### config.mk
export PLATFORM = sky130hd
export DESIGN_NAME = input_conditioner
export DESIGN_NICKNAME = d
export VERILOG_FILES = /design/src/rtl/input_conditioner_pkg.sv /design/src/rtl/input_conditioner_debounce_channel.sv /design/src/rtl/input_conditioner.sv
export SDC_FILE = /design/constraint.sdc
export NUM_CORES = 1
export LEC_CHECK = 0
export CORE_UTILIZATION = 30
export CTS_CLUSTER_DIAMETER = 120
export DETAILED_ROUTE_END_ITERATION = 10
export RECOVER_POWER = 25
export SLEW_MARGIN = 25
export SYNTH_ARGS = -nofsm -noshare
export SYNTH_HDL_FRONTEND = slang
export SYNTH_SLANG_ARGS = --single-unit
### constraint.sdc
create_clock -name clk -period 2.2 [get_ports clk]
set_clock_uncertainty 0.2 [all_clocks]
set_input_delay 0.44 -clock clk [delete_from_list [all_inputs] [get_ports clk]]
set_output_delay 0.44 -clock clk [all_outputs]
set_load 0.05 [all_outputs]
### src/rtl/input_conditioner_pkg.sv
// Shared definitions for the board-input conditioner: debounce state encodings,
// default filter length and a small width helper.
package input_conditioner_pkg;

    typedef enum logic [1:0] {
        DB_RELEASED     = 2'd0,
        DB_PRESS_WAIT   = 2'd1,
        DB_PRESSED      = 2'd2,
        DB_RELEASE_WAIT = 2'd3
    } db_state_e;

    localparam int DEFAULT_DEBOUNCE_CYCLES = 4;

    function automatic int max_int(input int a, input int b);
        return (a > b) ? a : b;
    endfunction

endpackage

### src/rtl/input_conditioner_debounce_channel.sv
// One-bit input filter: 2-flop synchroniser, stability counter and debounce FSM.
// INVERT flips an active-low input to active-high; PULSE_EN enables the press strobe.
module debounce_channel
    import input_conditioner_pkg::*;
#(
    parameter int CYCLES   = DEFAULT_DEBOUNCE_CYCLES,
    parameter bit INVERT   = 1'b0,
    parameter bit PULSE_EN = 1'b0,
    parameter int CNT_W    = $clog2(CYCLES + 1)
) (
    input  logic clk,
    input  logic rst,
    input  logic raw,
    output logic level,
    output logic pulse
);

    logic [1:0]       sync;
    logic             active;
    logic [CNT_W-1:0] cnt;
    db_state_e        state;

    // Sync flops reset to the input's idle level so a released input never looks like a change.
    always_ff @(posedge clk or negedge rst) begin
        if (!rst) begin
            sync <= {2{INVERT}};
        end else begin
            sync <= {sync[0], raw};
        end
    end

    assign active = sync[1] ^ INVERT;

    // NOTE: every state, counter and output register updates with <= so all of them
    // see the values from before this edge, independent of statement order.
    always_ff @(posedge clk or negedge rst) begin
        if (!rst) begin
            state <= DB_RELEASED;
            cnt   <= '0;
            level <= 1'b0;
            pulse <= 1'b0;
        end else begin
            pulse <= 1'b0;
            case (state)
                DB_RELEASED: begin
                    level <= 1'b0;
                    if (active) begin
                        if (CYCLES == 1) begin
                            state <= DB_PRESSED;
                            level <= 1'b1;
                            pulse <= PULSE_EN;
                            cnt   <= '0;
                        end else begin
                            state <= DB_PRESS_WAIT;
                            cnt   <= CNT_W'(1);
                        end
                    end
                end
                DB_PRESS_WAIT: begin
                    if (!active) begin
                        state <= DB_RELEASED;
                        cnt   <= '0;
                    end else if (cnt == CNT_W'(CYCLES - 1)) begin
                        state <= DB_PRESSED;
                        level <= 1'b1;
                        pulse <= PULSE_EN;
                        cnt   <= '0;
                    end else begin
                        cnt <= cnt + CNT_W'(1);
                    end
                end
                DB_PRESSED: begin
                    level <= 1'b1;
                    if (!active) begin
                        if (CYCLES == 1) begin
                            state <= DB_RELEASED;
                            level <= 1'b0;
                            cnt   <= '0;
                        end else begin
                            state <= DB_RELEASE_WAIT;
                            cnt   <= CNT_W'(1);
                        end
                    end
                end
                DB_RELEASE_WAIT: begin
                    if (active) begin
                        state <= DB_PRESSED;
                        cnt   <= '0;
                    end else if (cnt == CNT_W'(CYCLES - 1)) begin
                        state <= DB_RELEASED;
                        level <= 1'b0;
                        cnt   <= '0;
                    end else begin
                        cnt <= cnt + CNT_W'(1);
                    end
                end
                default: begin
                    state <= DB_RELEASED;
                    level <= 1'b0;
                    cnt   <= '0;
                end
            endcase
        end
    end

endmodule

### src/rtl/input_conditioner.sv
// Board-input front end: debounces active-low push buttons into clean levels and press
// strobes, and filters slide switches into stable levels.
module input_conditioner
    import input_conditioner_pkg::*;
#(
    parameter int N_BUTTONS        = 3,
    parameter int SW_WIDTH         = 15,
    parameter int DEBOUNCE_CYCLES  = DEFAULT_DEBOUNCE_CYCLES,
    parameter int SW_STABLE_CYCLES = 4
) (
    input  logic                 clk,
    input  logic                 rst,
    input  logic [N_BUTTONS-1:0] button_raw,
    input  logic [SW_WIDTH-1:0]  switch_raw,
    output logic [N_BUTTONS-1:0] button_level,
    output logic [N_BUTTONS-1:0] button_pulse,
    output logic [SW_WIDTH-1:0]  switch_level
);

    localparam int CNT_W = $clog2(max_int(DEBOUNCE_CYCLES, SW_STABLE_CYCLES) + 1);

    // Switch channels never strobe; their pulse outputs are constant zero.
    logic [SW_WIDTH-1:0] switch_pulse_unused;

    for (genvar b = 0; b < N_BUTTONS; b++) begin : g_button
        debounce_channel #(
            .CYCLES  (DEBOUNCE_CYCLES),
            .INVERT  (1'b1),
            .PULSE_EN(1'b1),
            .CNT_W   (CNT_W)
        ) u_channel (
            .clk  (clk),
            .rst  (rst),
            .raw  (button_raw[b]),
            .level(button_level[b]),
            .pulse(button_pulse[b])
        );
    end

    for (genvar s = 0; s < SW_WIDTH; s++) begin : g_switch
        debounce_channel #(
            .CYCLES  (SW_STABLE_CYCLES),
            .INVERT  (1'b0),
            .PULSE_EN(1'b0),
            .CNT_W   (CNT_W)
        ) u_channel (
            .clk  (clk),
            .rst  (rst),
            .raw  (switch_raw[s]),
            .level(switch_level[s]),
            .pulse(switch_pulse_unused[s])
        );
    end

endmodule

==> results of run 1 <==
## per-layer routing
metal / part of all wire / track usage
met3: 0.024 / 0.0298
met2: 0.47 / 0.169
met1: 0.50 / 0.130
met5: 0 / 0
met4: 0.015 / 0.0383
## synth_stat cells, types with 4 or more instances
cell and n:
dfrtp_1 141, mux2i_2 7, nor2_1 55, o221ai_1 6
nor3_1 24, o22ai_1 10, a31oi_1 8, a2111oi_0 4
buf_2 9, o21a_1 19, buf_4 21, nand2_1 23
nor2b_1 19, a22oi_1 5, o32ai_1 4, dfstp_2 6
mux2i_1 30, a211oi_1 7, mux2_2 24, or2_1 4
a22o_1 5, ha_1 90, o31ai_1 5, nand3b_1 5
nand3_1 6, and2_1 10, inv_1 63, nand2b_1 16
mux2_4 9, o21ai_0 36, a21oi_1 40
## through the flow
step                area [um2]  hold slack (ns)  instances
CTS                       9520            0.151       1148
detailed placement        8940            0.135       1115
floorplan                 8230          -0.0556        758
global route              9510            0.156       1148
finish                    9510            0.147       1148
global placement          8940            0.132       1115
## worst max-delay path by stage
stage / from / endpoint / slack, ns / cells past startpoint
finish: g_button[2].u_channel.level$_DFFE_PN0P_ / button_level[2] / 0.23 / 1
global route: rst / g_switch[10].u_channel.sync[1]$_DFF_PN0_ / 0.08 / 3
CTS: g_button[2].u_channel.level$_DFFE_PN0P_ / button_level[2] / 0.19 / 1
detailed placement: flip-flop / flip-flop / 0.29 / 6
global placement: flip-flop / flip-flop / 0.35 / 6
floorplan: g_switch[11].u_channel.state[0]$_DFFE_PN0P_ / flip-flop / 0.40 / 6
## what timing repair did
item,CTS,global route
gates resized for setup,18,0
hold buffers,1,0
endpoints found under the hold margin,36,0
setup endpoints to repair,18,0
## power groups by stage
| stage | registers (mW) | clock network [mW] | logic, mW |
|---|---|---|---|
| CTS | 4.31 | 3.15 | 6.90 |
| global placement | 4.34 | 0 | 6.85 |
| finish | 4.30 | 3.00 | 6.81 |
| floorplan | 4.16 | 0 | 5.83 |
| global route | 4.46 | 3.24 | 7.75 |
| detailed placement | 4.36 | 0 | 6.97 |
## area by class of cell
type / instances / area (um2)
Fill cell: 2653 / 17400
Sequential cell: 147 / 3690
Inverter: 63 / 236
Clock inverter: 15 / 169
Timing Repair Buffer: 52 / 507
Tap cell: 341 / 427
Multi-Input combinational cell: 513 / 4060
Clock buffer: 17 / 425
## cell families (layout without fill, tap and decap cells)
family / count (synthesis) / in the layout
flip-flops: 147 / 147
AO/OA/AOI/OAI: 175 / 175
AND/OR/NAND/NOR: 174 / 174
multiplexers: 74 / 74
buffers and inverters: 98 / 147
adder cells (fa/ha/maj): 90 / 90
## cell usage in the layout, fill, tap and decap left out, drive strengths merged, types with 23 or more instances in the layout
cell     n
inv     71
mux2i   39
nor2    56
o21ai   40
mux2    35
dfrtp  141
ha      90
nor3    24
a21oi   40
nand2   23
==> results.cfg, run 1 <==
[routing]
first_pass_iters = 4
vias = 5312
ant_nets = 0
drt_iter0_drc = 213
routed_via_density = 4.63
post-route-drc-count = 0
routed_wl_um = 13500
post_drt_wl_per_cell_um = 11.7

[placement]
gp_congestion = 0.754
dp_hpwl_um = 9450
place_ws_ns = 0.292
io_buffers = 40

[global_route]
grt_max_degree = 44
grt_usage = 0.104
grt_overflow = 0
grt_pass1_wl_um = 23800
grt_pass1_vias = 5210
antenna_found_initial = 0

[pwr]
p_leak_nw = 4.46
switching_power_mw = 5.76
worst_ir_drop_vdd_v = 0.000667
combPwrFrac = 0.483
power_per_cell_area_nw_per_um2 = 1480
p_sw_frac = 0.408
p_seq_frac = 0.305
p_int_mw = 8.35
power.share.clock = 0.212
power_mw = 14.1

[synthesis]
synthAdderAreaFrac = 0.137
synth_area_leader_cell = dfrtp_1
yosys.area_share.xor_xnor = 0
yosys_warnings = 0
synth.top_cell.area_share = 0.429
synth.yosys.seq_area_share = 0.448
postSynthNetCount = 868
yosys.area_share.simple = 0.107
ys_dominant_reg_cell = dfrtp_1
synthMuxAreaShare = 0.106
synthesis.area_per_instance_um2 = 10.9
yosysUniqueCellTypes = 57
async_flop_share = 1.00
syn_area_um2 = 8230
synth_edf_count = 0
netlist_instances = 758
synth_seq_cells = 147
synth_top_family_by_area = compound AO/OA/AOI/OAI gates
ys_top_cells_by_area = dfrtp_1 43%, ha_1 14%, mux2i_1 3.7%
synth_compound_area_frac = 0.144

[setup_path]
cp-start-kind = flip-flop
path_class = reg2out
reg2reg_depth = 6
worst-r2r-setup-slack_ns = 0.30
critPathArrivalTime_ns = 1.33
crit_chain = dlygate4sd2_1
crit_required_ns = 1.56
crit_slowest_cell = dlygate4sd2_1
end_kind = output port
critPathBufInv = 1
cpPeakStageDelay_ns = 0.54
path_delay_family = buffers and inverters
critPathMaxFanout = 3

[hold_path]
hp-class = reg2reg
worstHoldPathCells = 0
hp-start = g_switch[13].u_channel.sync[0]$_DFF_PN0_
hold-path-endpoint = g_switch[13].u_channel.sync[1]$_DFF_PN0_

[floorplan]
initial_core_util = 0.305
die_h_um = 168
boundaryPins = 41
chipWidth_um = 168
core.rowCount = 60
dieArea_um2 = 28100
core-area_um2 = 27000

[clock_tree]
clk_pin_slew_ns = 0.06
cts_buffers = 17
root_buffer = clkbuf_16
clock_sinks = 147
cts_setup_buffers = 0
cts_tree = built
cts_buffer_depth = 2
clk_latency_ns = 0.43
cts_max_level = 4

[timing]
fin_tns_setup_ns = 0
hold_viol_final = 0
rsz0062_at_grt = false
max_slew.worst_pin.slew_ns = 0.791
finalWorstSetupSlack_ns = 0.232
fin_crit_sh = 0.894
fmax_ghz = 0.508
setup_viol = 0
slew_violations = 0
slew-limit-headroom = 0.472
min_period_ns = 1.97

[layout]
drive_gt1_frac = 0.131
nets = 904
final_util = 0.353
syn2layout_area_growth_pct = 15.6
antennaDiodeCount = 0

[outcome]
status = completed

[run]
max_cap_violations = 0
Power figures use the tool's default switching activity.
==> inputs of run 2 (changes only) <==
==> constraint.sdc (replaced) <==
create_clock -name clk -period 2.4 [get_ports clk]
set_clock_uncertainty 0.2 [all_clocks]
set_input_delay 0.48 -clock clk [delete_from_list [all_inputs] [get_ports clk]]
set_output_delay 0.48 -clock clk [all_outputs]
set_load 0.05 [all_outputs]
==> run 2 against run 1 <==
Combinational power is 7.8% lower. Wire length shrank 0.88%. Hold slack worse by 0.0043 ns. Die area is the same. Flip-flop and latch count did not move.
==> results.cfg, run 2 (synthesized netlist as in run 1, its figures left out) <==
[routing]
ant_nets = 0
drt_iter0_drc = 261
first_pass_iters = 4
post-route-drc-count = 0
routed_wl_um = 13400
routed_via_density = 4.62
post_drt_wl_per_cell_um = 11.7
vias = 5290

[floorplan]
core-area_um2 = 27000
die_h_um = 168
boundaryPins = 41
initial_core_util = 0.305
core.rowCount = 60
chipWidth_um = 168
dieArea_um2 = 28100

[pwr]
worst_ir_drop_vdd_v = 0.000587
p_leak_nw = 4.40
power_per_cell_area_nw_per_um2 = 1360
power_mw = 13.0

[global_route]
antenna_found_initial = 0
grt_pass1_vias = 5260
grt_max_degree = 56
grt_usage = 0.104
grt_overflow = 0
grt_pass1_wl_um = 23900

[layout]
syn2layout_area_growth_pct = 15.4
drive_gt1_frac = 0.124
antennaDiodeCount = 0
final_cell_mix = 141 x dfrtp_1, 90 x ha_1, 63 x inv_1
nets = 902
fill_cells = 2653
final_common_cell = dfrtp_1

[clock_tree]
cts_max_level = 4
clk_latency_ns = 0.42
cts_buffers = 17
ctsResizeCount = 0
clock_sinks = 147
root_buffer = clkbuf_16
cts_tree = built
clk_pin_slew_ns = 0.06
cts_buffer_depth = 2

[setup_path]
critPathBufInv = 1
critPathArrivalTime_ns = 1.61
crit_required_ns = 1.72
crit_chain = clkdlybuf4s50_1
path_class = reg2out
path_delay_family = buffers and inverters
end_kind = output port
critPathMaxFanout = 3
cp-start-kind = flip-flop
crit_slowest_cell = clkdlybuf4s50_1
cpPeakStageDelay_ns = 0.81

[placement]
gp_congestion = 0.785
io_buffers = 40
dp_hpwl_um = 9390
place_ws_ns = 0.501

[timing]
fin_crit_sh = 0.954
max_slew.worst_pin.slew_ns = 1.36
fmax_ghz = 0.437
setup_viol = 0
hold_viol_final = 0
min_period_ns = 2.29
slew-limit-headroom = 0.0921
rsz0062_at_grt = false
slew_violations = 0
fin_tns_setup_ns = 0
finalWorstSetupSlack_ns = 0.111

[outcome]
status = completed

[run]
max_cap_violations = 0

[hold_path]
hp-class = reg2reg
[run 2: routing by layer]
layer / global-route usage / wire, um / share of wire / vias to the layer above
li1: - / - / - / 2721
met1: 0.128 / 6550 / 0.49 / 2510
met2: 0.171 / 6310 / 0.47 / 46
met3: 0.0293 / 331 / 0.025 / 13
met4: 0.0391 / 167 / 0.013 / 0
met5: 0 / 0 / 0 / -
[run 2: what timing repair did]
action | 4_1_cts | 5_1_grt
hold endpoints to repair | 45 | 0
hold buffers | 1 | 0
buffers inserted | 0 | 0
[run 2: power by group]
part,switching [mW],internal [mW],leakage (nW)
clock network,1.07,1.66,0.290
logic,3.42,2.86,2.34
registers,0.649,3.30,1.77
[run 2: worst paths after layout]
kind                       slack, ns  cells past startpoint                                 endpoint                                startpoint
max                             0.11                      1                         switch_level[10]  g_switch[10].u_channel.level$_DFFE_PN0P_
min                             0.14                      0  g_switch[5].u_channel.sync[1]$_DFF_PN0_   g_switch[5].u_channel.sync[0]$_DFF_PN0_
max reg2reg                     0.47                      6                                flip-flop                                 flip-flop
min reg2reg                     0.14                      0  g_switch[5].u_channel.sync[1]$_DFF_PN0_   g_switch[5].u_channel.sync[0]$_DFF_PN0_
max in group asynchronous       0.36                      3  g_button[1].u_channel.sync[1]$_DFF_PN1_                                       rst
min in group asynchronous       0.71                      2  g_switch[4].u_channel.sync[1]$_DFF_PN0_                                       rst
[run 2: stage by stage]
stage	instances	util	cell area, um2	hold WS (ns)
2_1_floorplan	758	-	8230	-0.0156
3_3_place_gp	1113	0.330	8890	0.133
3_5_place_dp	1113	0.330	8890	0.135
4_1_cts	1145	0.352	9500	0.143
5_1_grt	1145	0.352	9490	0.150
6_report	1145	0.352	9490	0.143
[run 2: final cells by class]
class                      count  area, um2  share of cell area
clock buffer                  19        443              0.0467
clock inverter                12        155              0.0163
inverter                      63        236              0.0249
multi-input combinational    513       4060               0.428
sequential                   147       3690               0.388
tap                          341        427              0.0449
timing repair buffer          50        485              0.0511
